===== src/rtl/ctrl_pipe.sv =====
// ctrl_pipe: control-bundle pipeline for a five-stage in-order core.
// Carries decoded WB/MEM/EX control bundles through the ID/EX, EX/MEM and
// MEM/WB registers, resolves taken branches in MEM (pc_src) and, optionally,
// detects load-use hazards in ID (hazard_stall).
//
// Build option: define CTRL_PIPE_HAZARD_EN to include load-use detection.
// Without it hazard_stall is tied low and the ID/EX rt field is not stored.
module ctrl_pipe (
   input  logic       clk,
   input  logic       rst_n,
   input  logic [1:0] id_wb,      // [1]=MemtoReg, [0]=RegWrite
   input  logic [2:0] id_mem,     // [2]=Branch, [1]=MemRead, [0]=MemWrite
   input  logic [3:0] id_ex,      // [3]=RegDst, [2]=ALUOp[0], [1]=ALUSrc, [0]=ALUOp[1]
   input  logic       id_valid,
   input  logic [4:0] id_rs,
   input  logic [4:0] id_rt,
   input  logic       mem_zero,
   output logic       ex_reg_dst,
   output logic       ex_alu_src,
   output logic [1:0] ex_alu_op,
   output logic       mem_branch,
   output logic       mem_mem_read,
   output logic       mem_mem_write,
   output logic       wb_reg_write,
   output logic       wb_mem_to_reg,
   output logic       pc_src,
   output logic       hazard_stall
);

   typedef struct packed {
      logic [1:0] wb;
      logic [2:0] mem;
      logic [3:0] ex;
   } idex_t;

   typedef struct packed {
      logic [1:0] wb;
      logic [2:0] mem;
   } exmem_t;

   idex_t      idex_q,  idex_d;
   exmem_t     exmem_q, exmem_d;
   logic [1:0] memwb_q, memwb_d;
   logic       idex_load;

   // Stage-register fields driving the per-stage control outputs.
   assign ex_reg_dst    = idex_q.ex[3];
   assign ex_alu_op     = {idex_q.ex[0], idex_q.ex[2]};
   assign ex_alu_src    = idex_q.ex[1];
   assign mem_branch    = exmem_q.mem[2];
   assign mem_mem_read  = exmem_q.mem[1];
   assign mem_mem_write = exmem_q.mem[0];
   assign wb_reg_write  = memwb_q[0];
   assign wb_mem_to_reg = memwb_q[1];

   // Branch resolves in MEM; a taken branch flushes the two younger stages.
   assign pc_src = exmem_q.mem[2] & mem_zero;

   // ID may enter EX only when it is valid, not flushed and not stalled.
   assign idex_load = id_valid & ~pc_src & ~hazard_stall;

`ifdef CTRL_PIPE_HAZARD_EN
   logic [4:0] idex_rt_q, idex_rt_d;

   // Load in EX whose destination feeds a source of the instruction in ID;
   // a taken branch overrides, since the instruction in ID is being flushed.
   assign hazard_stall = id_valid & idex_q.mem[1] & (idex_rt_q != 5'd0)
                       & ((idex_rt_q == id_rs) | (idex_rt_q == id_rt))
                       & ~pc_src;

   // Destination register of the instruction entering EX; zero on a bubble.
   always_comb begin
      idex_rt_d = 5'd0;
      if (idex_load) idex_rt_d = id_rt;
   end

   // ID/EX rt register, cleared by reset like the control fields.
   always_ff @(posedge clk or negedge rst_n) begin
      if (!rst_n) idex_rt_q <= 5'd0;
      else        idex_rt_q <= idex_rt_d;
   end
`else
   logic unused_rs_rt;

   assign hazard_stall = 1'b0;
   assign unused_rs_rt = ^{id_rs, id_rt};
`endif

   // Next state of the three stage registers: bubbles on flush/stall/invalid.
   always_comb begin
      // NOTE: every variable gets a default before the ifs so no latch is inferred.
      idex_d  = '0;
      exmem_d = '0;
      memwb_d = exmem_q.wb;
      if (idex_load) begin
         idex_d.wb  = id_wb;
         idex_d.mem = id_mem;
         idex_d.ex  = id_ex;
      end
      if (!pc_src) begin
         exmem_d.wb  = idex_q.wb;
         exmem_d.mem = idex_q.mem;
      end
   end

   // Stage registers; reset empties the whole pipe asynchronously.
   always_ff @(posedge clk or negedge rst_n) begin
      // NOTE: state updates use non-blocking assignments so all stages shift on the same edge.
      if (!rst_n) begin
         idex_q  <= '0;
         exmem_q <= '0;
         memwb_q <= 2'b00;
      end else begin
         idex_q  <= idex_d;
         exmem_q <= exmem_d;
         memwb_q <= memwb_d;
      end
   end

endmodule


===== config.mk =====
export PLATFORM = sky130hd
export DESIGN_NAME = ctrl_pipe
export DESIGN_NICKNAME = d
export VERILOG_FILES = /design/src/rtl/ctrl_pipe.sv
export SDC_FILE = /design/constraint.sdc
export NUM_CORES = 1
export LEC_CHECK = 0
export CAP_MARGIN = 20
export CORE_ASPECT_RATIO = 0.9
export CORE_MARGIN = 2
export CORE_UTILIZATION = 37
export DETAILED_ROUTE_END_ITERATION = 10
export GPL_TIMING_DRIVEN = 0
export HOLD_SLACK_MARGIN = 0.15
export PLACE_DENSITY = 0.84
export SYNTH_ARGS = -nofsm -noshare
export SYNTH_HDL_FRONTEND = slang
export SYNTH_SLANG_ARGS = --single-unit

===== constraint.sdc =====
create_clock -name clk -period 1.2 [get_ports clk]
set_input_delay 0.18 -clock clk [delete_from_list [all_inputs] [get_ports clk]]
set_output_delay 0.18 -clock clk [all_outputs]
set_load 0.005 [all_outputs]

==> flow_summary.ini <==
[outcome]
status = finished, final reports clean

[yosys]
synthTopCellsByCount = dfrtp_1, and2_2, and3_2
ys_seq_area_frac = 0.7306
synth_warnings = 0
synth_simple_gate_area_frac = 0.1941
syn_inst = 37
ys_types = 9
async_flop_share = 1.000
synth_area_per_cell_um2 = 14.81
synth_fa_ha_area_frac = 0
synth_most_common_cell = dfrtp_1
synth_edf_count = 0
synth_seq_cells = 16
synth_area_um2 = 548.0
synth_compound_area_frac = 0
muxShareOfSynthArea = 0
synth_xor_area_frac = 0
synth_top_family_by_area = simple AND/OR/NAND/NOR gates
yosysTopAreaCellShare = 0.7306
synthFlopType = dfrtp_1
yosysTopAreaCell = dfrtp_1
syn_nets = 60
synth.area.top_cells = dfrtp_1, and2_2, and3_2, and3_1, buf_4

[final_layout]
drive_above_1_share = 0.3538
multiInputGateArea_um2 = 110.1
ff_latch_area_um2 = 400.4
fill_cells = 123
n_antenna_cell = 0
area_growth_pct = 50.46
final_nets = 89

[sta]
setup_violations = 0
relSlewSlack = 0.5679
period_minus_slack_ns = 1.172
fin_skew_ns = 0.004495
fin_crit_sh = 0.9769
setup_ws_ns = 0.02775
timing.fmax_mhz = 853.1
hold_violations = 0
rsz0062_at_grt = yes
slew_viol_final = 0
worst_slew_pin_slew_ns = 0.6461

[clocking]
clock_latency_ns = 0.28
cts_tree = yes
cts_hold_buf = 0
cts_buffers = 3
htree_levels = 1
cts_root_buf = clkbuf_4
cts.reportedPaths.clkPinSlew_ns = 0.09
clkSinkCount = 16
cts_buffer_depth = 2

[pwr]
power.total_mw = 1.034
p_per_area_nw_per_um2 = 1254
leakage_nw = 0.4447
max-vdd-ir-drop_uv = 804.8

[global_routing]
globalRouteTotalUtil = 0.08588
grt_pass1_vias = 243
grt_max_degree = 17
antenna_found_initial = 0
grt_pass1_wl_um = 986
overflow = 0

[place]
place_ws_ns = -0.3903
port_buffers = 22
gp_congestion = 0.5940
hpwl_um = 552

[drt]
firstDrtPassIters = 2
drc = 0
wl_um = 737
post_drt_wl_per_cell_um = 9.213
drtIter0Drc = 6
routed_via_density = 4.200
postRouteAntennaNets = 0
vias = 336

[setup_path]
path_class = flip-flop to primary output
worstPathArrival_ns = 0.99
cp.required_ns = 1.02
path_max_fanout = 5
start_kind = flip-flop
cpPeakStageDelay_ns = 0.39
ff2ff_path_depth = 4
critical_path.slowest_cell = dfrtp_1
r2r_start = mem_branch
endpoint_kind = primary output
r2r_slack_ns = 0.21
r2r-end = memwb_d[0]
worstPathCellList = nand2_2 -> buf_6 -> inv_2 -> clkbuf_2

[floorplanning]
io_pins = 34
rows = 13
die_w_um = 44.57
fp.dieH_um = 40.51
core_um2 = 1415
die_area_um2 = 1805
initial_core_util = 0.3873

[run]
maxCapViolations = 0

[min_path]
min_path_type = input pin to async pin
metal layers:
| layer | vias up | routed length [um] | track usage |
|---|---|---|---|
| li1 | 169 | - | - |
| met1 | 151 | 284 | 0.09915 |
| met2 | 16 | 381 | 0.1232 |
| met3 | 0 | 70 | 0.02703 |
| met4 | 0 | 0 | 0.09091 |
| met5 | - | 0 | 0 |
stage by stage:
stage / cell area, um^2 / util / hold WS, ns / TNS (ns) / instances
after floorplan: 548.0 / - / -0.1156 / 0 / 37
after global placement: 787.0 / 0.5561 / 0.3320 / -0.3890 / 74
after detailed placement: 787.0 / 0.5561 / 0.3347 / -0.3903 / 74
after CTS: 819.5 / 0.5791 / 0.3186 / -0.1003 / 79
after global routing: 824.5 / 0.5827 / 0.3633 / -0.01673 / 80
final: 824.5 / 0.5827 / 0.2925 / 0 / 80
critical path: cells and delay by family (launching register included):
kind / cells / cell delay [ns]
simple gates: 1 / 0.09
buf+inv: 3 / 0.23
flops: 1 / 0.39
state kept, by name (all words and copies together) (netlist names):
name and flops:
mem_branch 1, ex_alu_op 2, ex_reg_dst 1, mem_mem_read 1, idex_q 5, mem_mem_write 1
memwb_d 2, ex_alu_src 1, memwb_q 2
cell type report:
type,count,share of cell area
sequential,16,0.4856
timing repair buffer,24,0.2686
multi-input combinational,16,0.1335
clock buffer,4,0.04401
buffer,4,0.04097
tap,15,0.02276
inverter,1,0.004552
logic make-up after synthesis:
kind of cell	count (synthesis)
flip-flops	16
buffers and inverters	5
other	1
AND/OR/NAND/NOR	15
worst max-delay path by stage:
stage | start | to | cells past startpoint
global placement | mem_zero | pc_src | 5
floorplan | mem_branch | mem_branch | 3
global route | mem_branch | pc_src | 4
detailed placement | mem_zero | pc_src | 5
finish | mem_branch | pc_src | 4
CTS | mem_branch | pc_src | 4
layout by cell type, fill, tap and decap left out, drive strengths merged:
master,n
dfrtp,16
clkdlybuf4s50,12
and3,9
dlygate4sd2,7
buf,6
and2,5
clkbuf,5
clkdlybuf4s15,2
nand2,1
inv,1
conb,1
where the power goes:
part / switching (mW) / total (mW) / leakage, nW / internal, mW
clock network: 0.155 / 0.340 / 0.0210 / 0.184
registers: 0.00690 / 0.576 / 0.209 / 0.569
logic: 0.0372 / 0.118 / 0.215 / 0.0811
total: 0.200 / 1.03 / 0.445 / 0.834
what timing repair did:
action / CTS / global route
setup endpoints to repair: 10 / 3
pin swaps: 1 / 1
resized for setup: 11 / 4
buffers inserted: 1 / 1
Note: power is estimated with default switching activity, not from simulation.
